## src/rtl/disp_pkg.sv

```systemverilog
// Shared constants for the display scan controller: frame layout, FSM states
// and the 7-segment glyph table (bit 0 = segment a).
package disp_pkg;

  localparam int FRAME_W  = 24;
  localparam int SEG_LSB  = 16;
  localparam int DIG_LSB  = 8;
  localparam int AUX_LSB  = 0;
  localparam int XFER_MIN = 52;

  typedef enum logic [1:0] {
    ST_IDLE  = 2'd0,
    ST_LOAD  = 2'd1,
    ST_PULSE = 2'd2,
    ST_WAIT  = 2'd3
  } state_e;

  // Segment byte {dp,g,f,e,d,c,b,a} without dp, indexed by nibble value 0..F.
  localparam logic [7:0] SEG_GLYPH [16] = '{
    8'h3F, 8'h06, 8'h5B, 8'h4F, 8'h66, 8'h6D, 8'h7D, 8'h07,
    8'h7F, 8'h6F, 8'h77, 8'h7C, 8'h39, 8'h5E, 8'h79, 8'h71
  };

endpackage

```

## src/rtl/seg7_decode.sv

```systemverilog
// Combinational nibble + decimal point to active-high segment byte {dp,g..a}.
module seg7_decode
  import disp_pkg::*;
(
  input  logic [3:0] value,
  input  logic       dp,
  output logic [7:0] seg
);

  logic [7:0] glyph;

  assign glyph = SEG_GLYPH[value];
  assign seg   = {dp, glyph[6:0]};

endmodule

```

## src/rtl/disp_scan_ctrl.sv

```systemverilog
// Multiplexed 7-segment scan sequencer feeding a 24-bit shift-register writer.
// Optional build macro LEADING_ZERO_BLANK_EN blanks a zero in the top digit.
module disp_scan_ctrl
  import disp_pkg::*;
#(
  parameter int NUM_DIGITS  = 6,
  parameter int XFER_CYCLES = 56
) (
  input  logic                    clk,
  input  logic                    rst,
  input  logic                    scan_tick,
  input  logic                    upd_valid,
  output logic                    upd_ready,
  input  logic [4*NUM_DIGITS-1:0] upd_digits,
  input  logic [NUM_DIGITS-1:0]   upd_dp,
  input  logic [7:0]              upd_aux,
  input  logic                    blank,
  output logic [FRAME_W-1:0]      wr_data,
  output logic                    wr_valid,
  output logic                    busy,
  output logic [2:0]              digit_idx,
  output logic                    overrun
);

  localparam int CNT_W = (XFER_CYCLES > 1) ? $clog2(XFER_CYCLES) : 1;

  if (XFER_CYCLES < XFER_MIN) begin : g_xfer_check
    $error("disp_scan_ctrl: XFER_CYCLES too small for the shift-register writer");
  end
  if (NUM_DIGITS < 1 || NUM_DIGITS > 8) begin : g_digits_check
    $error("disp_scan_ctrl: NUM_DIGITS must be 1..8");
  end

  state_e                  state;
  logic [CNT_W-1:0]        wait_cnt;
  logic                    pend_full;
  logic                    active_valid;
  logic [4*NUM_DIGITS-1:0] pend_digits, act_digits;
  logic [NUM_DIGITS-1:0]   pend_dp, act_dp;
  logic [7:0]              pend_aux, act_aux;

  logic                    use_pend;
  logic [4*NUM_DIGITS-1:0] src_digits;
  logic [NUM_DIGITS-1:0]   src_dp;
  logic [7:0]              src_aux;
  logic                    src_valid;
  logic [3:0]              cur_val;
  logic                    cur_dp;
  logic [7:0]              seg_raw, seg_eff;
  logic                    lz_blank;
  logic [FRAME_W-1:0]      frame;
  logic                    last_digit;

  assign upd_ready  = !pend_full;
  assign busy       = (state != ST_IDLE);
  assign wr_valid   = (state == ST_PULSE);
  assign last_digit = (digit_idx == 3'(NUM_DIGITS - 1));

  // A pending update is promoted at a digit-0 load so one scan never mixes contents.
  assign use_pend   = pend_full && (digit_idx == 3'd0);
  assign src_digits = use_pend ? pend_digits : act_digits;
  assign src_dp     = use_pend ? pend_dp     : act_dp;
  assign src_aux    = use_pend ? pend_aux    : act_aux;
  assign src_valid  = use_pend || active_valid;
  assign cur_val    = src_digits[{digit_idx, 2'b00} +: 4];
  assign cur_dp     = src_dp[digit_idx];

  seg7_decode u_dec (
    .value (cur_val),
    .dp    (cur_dp),
    .seg   (seg_raw)
  );

`ifdef LEADING_ZERO_BLANK_EN
  assign lz_blank = last_digit && (cur_val == 4'd0);
`else
  assign lz_blank = 1'b0;
`endif
  assign seg_eff = lz_blank ? {cur_dp, 7'b0} : seg_raw;

  // NOTE: every always_comb output gets a default first so no latch is inferred.
  always_comb begin
    frame = '0;
    if (src_valid) begin
      frame[AUX_LSB +: 8] = src_aux;
      if (!blank) begin
        frame[SEG_LSB +: 8] = seg_eff;
        frame[DIG_LSB +: 8] = 8'd1 << digit_idx;
      end
    end
  end

  // NOTE: sequential state uses non-blocking assignments only, so every
  // register in the block samples pre-edge values regardless of statement order.
  always_ff @(posedge clk) begin
    if (rst) begin
      state        <= ST_IDLE;
      wait_cnt     <= '0;
      pend_full    <= 1'b0;
      active_valid <= 1'b0;
      wr_data      <= '0;
      digit_idx    <= 3'd0;
      overrun      <= 1'b0;
    end else begin
      if (upd_valid && upd_ready) pend_full <= 1'b1;
      if (scan_tick && busy)      overrun   <= 1'b1;

      case (state)
        ST_IDLE: begin
          if (scan_tick) state <= ST_LOAD;
        end
        ST_LOAD: begin
          wr_data <= frame;
          state   <= ST_PULSE;
          if (use_pend) begin
            pend_full    <= 1'b0;
            active_valid <= 1'b1;
          end
        end
        ST_PULSE: begin
          wait_cnt <= CNT_W'(XFER_CYCLES - 1);
          state    <= ST_WAIT;
        end
        ST_WAIT: begin
          if (wait_cnt == '0) begin
            state     <= ST_IDLE;
            digit_idx <= last_digit ? 3'd0 : digit_idx + 3'd1;
          end else begin
            wait_cnt <= wait_cnt - 1'b1;
          end
        end
        default: state <= ST_IDLE;
      endcase
    end
  end

  // NOTE: the content buffers carry no reset; pend_full and active_valid
  // qualify them, so stale data is never observable.
  always_ff @(posedge clk) begin
    if (upd_valid && upd_ready) begin
      pend_digits <= upd_digits;
      pend_dp     <= upd_dp;
      pend_aux    <= upd_aux;
    end
    if (state == ST_LOAD && use_pend) begin
      act_digits <= pend_digits;
      act_dp     <= pend_dp;
      act_aux    <= pend_aux;
    end
  end

endmodule
```

## config.mk

```make
export PLATFORM = sky130hd
export DESIGN_NAME = disp_scan_ctrl
export DESIGN_NICKNAME = d
export VERILOG_FILES = /design/src/rtl/disp_pkg.sv /design/src/rtl/seg7_decode.sv /design/src/rtl/disp_scan_ctrl.sv
export SDC_FILE = /design/constraint.sdc
export NUM_CORES = 1
export LEC_CHECK = 0
export CORE_MARGIN = 2
export CORE_UTILIZATION = 25
export DETAILED_ROUTE_END_ITERATION = 8
export GPL_TIMING_DRIVEN = 0
export PLACE_DENSITY = 0.48
export SYNTH_ARGS = -nofsm -noshare
export SYNTH_HDL_FRONTEND = slang
export SYNTH_SLANG_ARGS = --single-unit
```

## constraint.sdc

```tcl
create_clock -name clk -period 8.1 [get_ports clk]
set_clock_uncertainty 0.15 [all_clocks]
set_input_delay 1.62 -clock clk [delete_from_list [all_inputs] [get_ports clk]]
set_output_delay 1.62 -clock clk [all_outputs]
set_load 0.01 [all_outputs]
```

==> out/qor.txt <==
==================================================================================================
Status                                                                                   completed
Total negative slack for setup checks                                                         0 ns
Area fraction in compound gates after synthesis                                              9.95%
Worst hold path cell count                                                                       0
Classification of the worst-slack hold path                                             reg -> reg
Place WS                                                                                   4.87 ns
Clock latency on the worst-skew pair                                                       0.42 ns
IR drop worst, VDD                                                                      0.000156 V
Largest area contributor in the synthesized netlist                                   sky130_fd_sc_hd__edfxtp_1
Summed instance area of the synthesized netlist                                         4480 sq um
Crit Reg-Reg Startpoint                                                               pend_full$_SDFF_PP0_
Synth Register Bits                                                                            114
Die Footprint                                                                          19000 sq um
Fraction of final layout cells with drive strength greater than 1                            13.1%
Synth Area in Simple Gates                                                                   9.70%
Register-to-register setup slack                                                           5.12 ns
Wire length of the first global-routing pass                                              15800 um
Initial Utilization                                                                          25.7%
Post-CTS repair timing setup buffer count                                                        0
Post-synth EDFFs                                                                                76
Number of iterations in the first detailed-routing pass                                          4
Clk sinks                                                                                      114
Post-synth top flop                                                                   sky130_fd_sc_hd__edfxtp_1
Start point of the worst hold path                                                    pend_digits[7]$_DFFE_PP_
Maximum root-to-sink buffer count                                                                2
Total core area                                                                        17400 sq um
Gp weighted congestion                                                                       0.772
Fraction of registers with async set/reset                                                      0%
Overall fraction of global-route tracks in use                                               11.4%
Fraction of the mapped netlist area in adder cells                                           3.07%
Number of antenna diodes                                                                         0
Required time of the critical path                                                         6.33 ns
Signed area change from the synthesized netlist to the final layout                          37.6%
Power density of the placed cells                                                      313 nW/um^2
Iter 0 DRT Violations                                                                          191
Sort of element at the start of the critical path                                             flop
Area of all placed cells without fillers                                                6160 sq um
Worst r2r dst                                                                         wr_data[19]$_SDFFE_PP0P_
Maximum number of pins on one net before global-route repair                                    33
Die boundary width                                                                          138 um
Number of nets produced by synthesis                                                           382
Area share of the largest cell type after synthesis                                          51.0%
Vias in the first global route                                                                2931
Number of instances resized during post-cts repair                                               0
Main area contributors after synthesis                                                sky130_fd_sc_hd__edfxtp_1, sky130_fd_sc_hd__dfxtp_1, sky130_fd_sc_hd__ha_1
Reported max-cap violation count                                                                 0
Hold Fails Final Rpt                                                                             0
Highest Clock Rate                                                                       0.287 GHz
Distinct cells, synth                                                                           48
Slew @ Worst Pin                                                                          0.674 ns
Count of endpoints failing setup in the final report                                             0
Final critical delay including setup and external delays                                   3.48 ns
Hpwl dp                                                                                    6980 um
Total grt overflow                                                                               0
XOR/XNOR Fraction of Synth Area                                                             0.978%
Worst reg2reg path depth                                                                        10
Crit path arrival time                                                                     1.71 ns
Yosys warning total                                                                              0
Unrepaired setup endpoints after global routing                                              false
Num rows                                                                                        48
Final Worst Setup Slack                                                                    4.62 ns
Endpoint, Worst Hold                                                                  act_digits[7]$_DFFE_PP_
Ports                                                                                           74
Number of nets in the final layout                                                             475
Category of the worst setup path capture point                                          output pin
Static power due to leakage                                                                2.11 nW
PnR Total Power                                                                            1.93 mW
Number of max-slew violations in the final report                                                0
Level count of the clock H-tree                                                                  4
Gate Count Post-Synth                                                                          328
Clock transition time at the flip-flop clock pins of the worst setup and hold paths        0.06 ns
Dominant combinational cell family by area after synthesis                            compound AO/OA/AOI/OAI gates
Setup Crit Path Kind                                                                    reg -> out
Final period utilization                                                                     43.0%
Rel. slew slack                                                                              54.7%
Crit-path max FO                                                                                 4
Remaining routing DRC violations                                                                 0
TritonCTS clock tree                                                                         built
Port Buffer Count                                                                               72
Height of the die                                                                           138 um
Total wirelength of the detailed-routed design                                             9960 um
Initial antenna violation count                                                                  0
Clock root buffer master                                                              sky130_fd_sc_hd__clkbuf_16
Instance area at placement                                                              5540 sq um
Routed length per instance                                                                 15.1 um
Vias per cell                                                                                 4.44
Portion of netlist area occupied by mux cells                                                5.42%
Post-CTS Hold Fix Bufs                                                                           0
Sequential-to-total area share from yosys stat                                               68.0%
Number of buffers inserted during clock tree synthesis                                          17
Syn avg cell area                                                                       13.7 sq um
Antenna-violating nets left                                                                      0
Total vias in the final route                                                                 2923
==================================================================================================
==> state kept, by name, indices dropped and copies added (netlist names), 2 cells and up <==
signal,count
digit_idx,3
pend_dp,6
pend_digits,24
act_aux,8
wr_data,24
pend_aux,8
act_dp,6
state,2
wait_cnt,6
act_digits,24
==> cells in the final DEF (no fill, tap or decap), types with 4 or more instances in the layout <==
| cell | count |
|---|---|
| sky130_fd_sc_hd__edfxtp_1 | 76 |
| sky130_fd_sc_hd__clkdlybuf4s50_1 | 72 |
| sky130_fd_sc_hd__dfxtp_1 | 38 |
| sky130_fd_sc_hd__nor2_1 | 33 |
| sky130_fd_sc_hd__nand2_1 | 19 |
| sky130_fd_sc_hd__clkbuf_16 | 17 |
| sky130_fd_sc_hd__inv_1 | 14 |
| sky130_fd_sc_hd__nand3_1 | 12 |
| sky130_fd_sc_hd__ha_1 | 11 |
| sky130_fd_sc_hd__clkbuf_1 | 10 |
| sky130_fd_sc_hd__nor3_1 | 10 |
| sky130_fd_sc_hd__a21oi_1 | 10 |
| sky130_fd_sc_hd__a311oi_1 | 8 |
| sky130_fd_sc_hd__mux2i_1 | 7 |
| sky130_fd_sc_hd__o21ai_0 | 6 |
| sky130_fd_sc_hd__mux4_2 | 5 |
| sky130_fd_sc_hd__and2_1 | 5 |
| sky130_fd_sc_hd__a22oi_1 | 5 |
| sky130_fd_sc_hd__a32oi_1 | 5 |
| sky130_fd_sc_hd__mux2_2 | 4 |
| sky130_fd_sc_hd__xor2_1 | 4 |
| sky130_fd_sc_hd__o211ai_1 | 4 |
| sky130_fd_sc_hd__bufinv_16 | 4 |
==> worst max path at each step <==
stage / from / endpoint / slack [ns]
after global routing: state[0]$_SDFFE_PP0P_ / busy / 4.50
after floorplan: upd_valid / pend_aux[0]$_DFFE_PP_ / 4.19
after detailed placement: blank / wr_data[19]$_SDFFE_PP0P_ / 4.87
final: state[0]$_SDFFE_PP0P_ / busy / 4.62
after global placement: upd_valid / pend_digits[2]$_DFFE_PP_ / 2.87
after CTS: state[0]$_SDFFE_PP0P_ / busy / 4.60
==> cells by family (layout without fill, tap and decap cells) <==
group | Yosys count | in the layout
AO/OA/AOI/OAI | 58 | 58
adder cells (fa/ha/maj) | 11 | 11
multiplexers | 17 | 17
XOR/XNOR | 5 | 5
flip-flops | 114 | 114
AND/OR/NAND/NOR | 93 | 93
buffers and inverters | 30 | 136
==> Yosys cell counts (4+ instances only) <==
cell and instances:
sky130_fd_sc_hd__a21oi_1 10, sky130_fd_sc_hd__a22oi_1 5, sky130_fd_sc_hd__a311oi_1 8, sky130_fd_sc_hd__a32oi_1 5
sky130_fd_sc_hd__and2_1 5, sky130_fd_sc_hd__clkbuf_1 9, sky130_fd_sc_hd__dfxtp_1 38, sky130_fd_sc_hd__edfxtp_1 76
sky130_fd_sc_hd__ha_1 11, sky130_fd_sc_hd__inv_1 14, sky130_fd_sc_hd__mux2_2 4, sky130_fd_sc_hd__mux2i_1 7
sky130_fd_sc_hd__mux4_2 5, sky130_fd_sc_hd__nand2_1 19, sky130_fd_sc_hd__nand3_1 12, sky130_fd_sc_hd__nor2_1 34
sky130_fd_sc_hd__nor3_1 10, sky130_fd_sc_hd__o211ai_1 4, sky130_fd_sc_hd__o21ai_0 6, sky130_fd_sc_hd__xor2_1 4
==> cell type report <==
cell class	count	area, sq um
multi-input cells	184	1320
clock buffers	18	429
clock inverters	14	188
fillers	1724	11300
well taps	225	282
plain buffers	16	78.8
repair buffers	74	768
flip-flops and latches	114	3040
inverters	14	52.6
==> critical path, cell delays in order, from the launching register on <==
cell and delay, ns:
sky130_fd_sc_hd__dfxtp_1 0.37, sky130_fd_sc_hd__inv_1 0.08, sky130_fd_sc_hd__ha_1 0.23, sky130_fd_sc_hd__inv_1 0.08
sky130_fd_sc_hd__clkdlybuf4s50_1 0.53
==> power breakdown <==
part	internal, mW	leakage, nW	switching, mW
combinational	0.182	0.798	0.223
clock	0.512	0.295	0.260
sequential	0.711	1.02	0.0404
total	1.40	2.11	0.524
==> metal layers <==
| metal | global-route usage, % | wire length [um] | vias up |
|---|---|---|---|
| met5 | 0 | 0 | - |
| met4 | 5.22 | 197 | 0 |
| met3 | 4.49 | 698 | 18 |
| met2 | 17.8 | 4660 | 84 |
| met1 | 13.9 | 4410 | 1400 |
| li1 | - | - | 1421 |
==> per-stage QoR <==
step                      hold WS [ns]  util, %  std cells
after floorplan                  0.250        -        328
after global placement           0.255     31.5        625
after detailed placement         0.256     31.8        627
after CTS                        0.269     35.4        659
after global routing             0.278     35.4        659
final                            0.271     35.4        659
No activity file was read; power rests on OpenSTA's default activity.
==> edit 1 (same settings) <==
`SEG_LSB`: 16 -> 8.
--- a/src/rtl/disp_pkg.sv
+++ b/src/rtl/disp_pkg.sv
@@ -4,5 +4,5 @@
 
   localparam int FRAME_W  = 24;
-  localparam int SEG_LSB  = 16;
+  localparam int SEG_LSB  = 8;
   localparam int DIG_LSB  = 8;
   localparam int AUX_LSB  = 0;
Formal check against the unedited RTL: not equivalent (Yosys sat finds a counterexample within 4 cycles, from zero or initial values and one cycle with rst high).
==> edit 1 against the unedited design <==
Hold slack gained 0.040 ns. Combinational power down 32%. Utilization shrank 2.5 points. Register-to-register slack better by 0.89 ns. Routed wire length fell by 55%. Setup slack improved by 0.11 ns. Critical path depth is the same. Sequential cell count down 68. Count of clock-buffer cells in the layout decreased by 13. Clock power fell by 81%. Power decreased by 62%. Area after synthesis fell by 54%. Design area down 57%. Largest cell class unchanged. Highest routed layer unchanged.
==> edit 1: results (changes against the unedited design) <==
initial DRC count 75 (was 191); layout cell share with drive strength beyond 1 10.7% (was 13.1%); number of synthesized flops with an enable pin 16 (was 76); top_reg_cell synth dfxtp_1 (was edfxtp_1); Clock transition at path regs 0.09 ns (was 0.06 ns); VDD IR max 0.0830 mV (was 0.156 mV); Nets 303 (was 475); vias in the first global route 1482 (was 2931); Synth Area per Inst 10.3 sq um (was 13.7 sq um); Netlist cell types 46 (was 48); dpl cells 349 (was 627); clk root buf clkbuf_8 (was clkbuf_16); ant diodes 0 (unchanged); vias 1584 (was 2923); largest net degree at the start of global routing 17 (was 33); Worst Max-Slew Pin Slew 0.615 ns (was 0.674 ns); YS warnings 0 (unchanged); status complete, no violations (unchanged); Clk Latency, worst-skew pair 0.30 ns (was 0.42 ns); post-cts sizing count 0 (unchanged); Pleak 0.950 nW (was 2.11 nW); final wirelength 4470 microns (was 9960 microns); GRT Resource Usage Total 10.8% (was 11.4%); number of buffers created by CTS 5 (was 17); Min-Delay Path Class reg -> reg (unchanged); H-tree Lvls 2 (was 4); synth cell count leaders 30 x dfxtp_1, 20 x nor2_1, 16 x edfxtp_1 (was 76 x edfxtp_1, 38 x dfxtp_1, 34 x nor2_1); GP Congestion 0.790 (was 0.772); Final HPWL DP 3270 microns (was 6980 microns); ranking of synthesized cells by area dfxtp_1 29%, edfxtp_1 23%, ha_1 5.4% (was edfxtp_1 51%, dfxtp_1 17%, ha_1 3.1%); top flop regs wr_data: 16 flops, act_aux: 8 flops, pend_aux: 8 flops (was act_digits: 24 flops, pend_digits: 24 flops, wr_data: 24 flops); worst endpoint data arrival time 1.60 ns (was 1.71 ns); sequential share of the synthesized area 52.1% (was 68.0%); first-pass GRT wire length 7430 microns (was 15800 microns); WL/cell 12.5 microns (was 15.1 microns); buffers added on ports 35 (was 72)
[edit 1: changes by cell type after synthesis, sizes merged, moves of 4 or more]
cell / change
buf: +7
a32oi: -4
nor2: -13
mux2i: -4
nor3: -7
o211ai: -4
clkbuf: -4
xor2: -4
nand2: -5
o21ai: -9
mux2: -4
mux4: -5
dfxtp: -8
edfxtp: -60
[edit 1: worst paths after layout]
kind / start / end / slack [ns] / depth (start not counted)
worst max-delay path: state[0]$_SDFFE_PP0P_ / busy / 4.73 / 4
worst max register to register: digit_idx[0]$_SDFFE_PP0P_ / act_aux[2]$_DFFE_PP_ / 6.01 / 4
worst min-delay path: pend_aux[2]$_DFFE_PP_ / act_aux[2]$_DFFE_PP_ / 0.31 / 0
worst min register to register: pend_aux[2]$_DFFE_PP_ / act_aux[2]$_DFFE_PP_ / 0.31 / 0
[edit 1: area by class of cell]
class                      instances  area (sq um)
timing repair buffer              35           350
tap                              105           131
clock inverter                     3          25.0
inverter                          12          45.0
fill                             843          5460
clock buffer                       5          68.8
buffer                            19           109
multi-input combinational        132           865
sequential                        46          1080
[edit 1: power by group]
| part | total (mW) | switching (mW) | internal (mW) |
|---|---|---|---|
| combinational | 0.274 | 0.150 | 0.124 |
| clock | 0.147 | 0.0843 | 0.0624 |
| sequential | 0.316 | 0.0312 | 0.284 |
[edit 1: cell families after synthesis]
family | count (synthesis) | synth area share, %
DFF | 46 | 52.1
buffers and inverters | 31 | 7.42
muxes | 4 | 1.99
AOI/OAI and AO/OA | 39 | 14.4
and+or+nand+nor | 72 | 18.5
other | 1 | 0.181
adders and majority gates | 9 | 5.43
[edit 1: critical path: stages, from the launching register on]
cell and delay, ns:
dfxtp_1 0.38, inv_1 0.09, ha_1 0.22, inv_1 0.08
clkdlybuf4s50_1 0.53
[edit 1: stage by stage]
step	setup slack (ns)	power, mW	instance area, sq um
2_1_floorplan	5.54	0.490	2100
3_3_place_gp	4.48	0.600	2580
3_5_place_dp	4.46	0.598	2580
4_1_cts	4.70	0.748	2680
5_1_grt	4.61	0.799	2680
6_report	4.73	0.736	2680
[edit 1: per-layer routing]
metal  routed length (microns)  global-route usage (%)
met5                         0                       0
met4                        27                    3.26
met3                       245                    3.32
met2                      2220                    17.2
met1                      1980                    14.0
==> edit 2 (same flow settings) <==
Made on the original files. Make the reset (`rst`) asynchronous in one clocked block.
--- a/src/rtl/disp_scan_ctrl.sv
+++ b/src/rtl/disp_scan_ctrl.sv
@@ -93,5 +93,5 @@
   // NOTE: sequential state uses non-blocking assignments only, so every
   // register in the block samples pre-edge values regardless of statement order.
-  always_ff @(posedge clk) begin
+  always_ff @(posedge clk or posedge rst) begin
     if (rst) begin
       state        <= ST_IDLE;
Function: differs if rst is asserted again (counterexample within 4 cycles, from zero or initial values and one cycle with rst high); with rst held inactive, the same outputs for 10 cycles.
==> edit 2 against the unedited design <==
Via count is 1.7% higher. Routed wire length is 1.9% higher. Sequential share of layout area is 1.6 points higher. Non-clock buffer count is 2 lower. Count of clock-buffer cells in the layout is 4 higher. Sequential cell count stayed put. Area after synthesis is 4.6% higher. Design area is 3.0% higher. Synthesized cell count is 0.61% higher. Setup slack worse by 0.0033 ns. Critical path type unchanged. Largest cell class unchanged. Highest routed layer unchanged.
Power is not compared: it rests on default switching activity, and its combinational part moved more than twofold at a synthesized area within 25%.
==> edit 2: results (changes against the unedited design) <==
Hold WS 0.266 ns (was 0.271 ns); WL/cell 15.1 microns (about the same); ys async rst share 33.3% (was 0%); YS warnings 0 (unchanged); Final HPWL DP 7050 microns (was 6980 microns); buffers added on ports 73 (was 72); VDD IR max 0.147 mV; status complete, no violations (unchanged); top flop regs act_digits: 24 flops, pend_digits: 24 flops, wr_data: 24 flops (unchanged); vias 2972 (was 2923); HP Start pend_dp[1]$_DFFE_PP_ (was pend_digits[7]$_DFFE_PP_); top routing layer used met4 (unchanged); DR WL met2 5070 microns (was 4660 microns); Netlist cell types 57 (was 48); first-pass GRT wire length 16600 microns (was 15800 microns); slack of the worst reg-to-reg path 5.21 ns (was 5.12 ns); Pleak 2.35 nW; fillcell total 1818 (was 1724); ant diodes 0 (unchanged); antenna violations before repair 0 (unchanged); initial DRC count 173 (was 191); ranking of synthesized cells by area edfxtp_1 49%, dfrtp_1 20%, ha_1 2.9% (was edfxtp_1 51%, dfxtp_1 17%, ha_1 3.1%); wl on met1 4500 microns (was 4410 microns); Hold Path Depth 0 (unchanged); GRT Resource Usage Total 11.0% (was 11.4%); TritonRoute pass-1 iters 4 (unchanged); Nets 477 (was 475); Reg-to-Reg Start digit_idx[0]$_DFFE_PP0P_ (was pend_full$_SDFF_PP0_); CTS Buffer Depth 2 (unchanged); Area after DPL 0.00574 sq mm (was 0.00554 sq mm); vias in the first global route 3075 (was 2931); GP Congestion 0.746 (was 0.772); Worst Max-Slew Pin Slew 0.864 ns (was 0.674 ns); routed length on met3 447 microns (was 698 microns); synth cell count leaders 76 x edfxtp_1, 38 x dfrtp_1, 28 x nand2_1 (was 76 x edfxtp_1, 38 x dfxtp_1, 34 x nor2_1); post-cts sizing count 0 (unchanged); layout cell share with drive strength beyond 1 14.0% (was 13.1%); R2R Path End wr_data[19]$_DFFE_PP0P_ (was wr_data[19]$_SDFFE_PP0P_); clk root buf clkbuf_16 (unchanged); sequential share of the synthesized area 69.0% (was 68.0%); largest net degree at the start of global routing 39 (was 33); Min-Delay Endpoint act_dp[1]$_DFFE_PP_ (was act_digits[7]$_DFFE_PP_); number of synthesized flops with an enable pin 76 (unchanged); Clock transition at path regs 0.05 ns; Register-to-Register Path Depth 8 (was 10); number of buffers created by CTS 17 (unchanged); H-tree Lvls 4 (unchanged); Min-Delay Path Class reg -> reg (unchanged); CP max FO 4 (unchanged); Synth Net Count 384 (was 382)
edit 2: cell types whose count changed after synthesis, sizes merged, moves of 5 or more:
cell,change
nand2,+9
a32oi,-5
nand3,+6
dfxtp,-38
nor3,-6
a311oi,-8
nor2,-16
a31oi,+11
a21oi,-7
dfrtp,+38
edit 2: final cells by class:
cell class / instances / area (sq um) / area share [%]
inverter: 18 / 67.6 / 1.07
buffer: 14 / 130 / 2.05
clock inverter: 10 / 131 / 2.07
multi-input combinational: 184 / 1260 / 19.9
clock buffer: 22 / 474 / 7.48
tap: 234 / 293 / 4.62
timing repair buffer: 74 / 751 / 11.8
sequential: 114 / 3230 / 51.0
edit 2: where the power goes:
| part | switching, mW | internal (mW) | leakage [nW] |
|---|---|---|---|
| combinational | 0.0145 | 0.0295 | 0.881 |
| sequential | 0.00341 | 0.625 | 1.17 |
| clock | 0.246 | 0.505 | 0.300 |
edit 2: kinds of logic (layout without fill, tap and decap cells):
kind of cell | Yosys count | count (layout) | share of synthesized area, %
AO/OA/AOI/OAI | 62 | 62 | 10.1
XOR/XNOR | 3 | 3 | 0.561
adder cells (fa/ha/maj) | 11 | 11 | 2.94
buffers and inverters | 32 | 138 | 4.22
flip-flops | 114 | 114 | 69.0
multiplexers | 13 | 13 | 3.20
AND/OR/NAND/NOR | 95 | 95 | 9.96
edit 2: how the worst max path moves through the flow:
stage / to / start / slack (ns) / cells past startpoint
2_1_floorplan: act_aux[0]$_DFFE_PP_ / digit_idx[0]$_DFFE_PP0P_ / 4.75 / 4
3_3_place_gp: act_digits[18]$_DFFE_PP_ / digit_idx[2]$_DFFE_PP0P_ / 3.49 / 4
3_5_place_dp: pend_digits[22]$_DFFE_PP_ / upd_valid / 4.68 / 2
4_1_cts: wr_valid / state[0]$_DFFE_PP0P_ / 4.57 / 3
5_1_grt: busy / state[0]$_DFFE_PP0P_ / 4.51 / 4
6_report: wr_valid / state[0]$_DFFE_PP0P_ / 4.62 / 3
edit 2: worst max-delay path, cell delays in order, from the launching register on:
cell and delay (ns):
dfrtp_1 0.40, inv_1 0.11, ha_1 0.23, clkdlybuf4s50_1 0.58
edit 2: through the flow:
step	power (mW)	cells	setup slack (ns)
2_1_floorplan	0.650	330	4.75
3_3_place_gp	0.684	637	3.49
3_5_place_dp	0.684	638	4.68
4_1_cts	1.44	670	4.57
5_1_grt	1.48	670	4.51
6_report	1.42	670	4.62
edit 2: layer usage:
layer	vias up	GRT usage, %
li1	1420	-
met1	1459	13.8
met4	0	4.74
met5	-	0
met2	85	17.9
met3	8	3.23
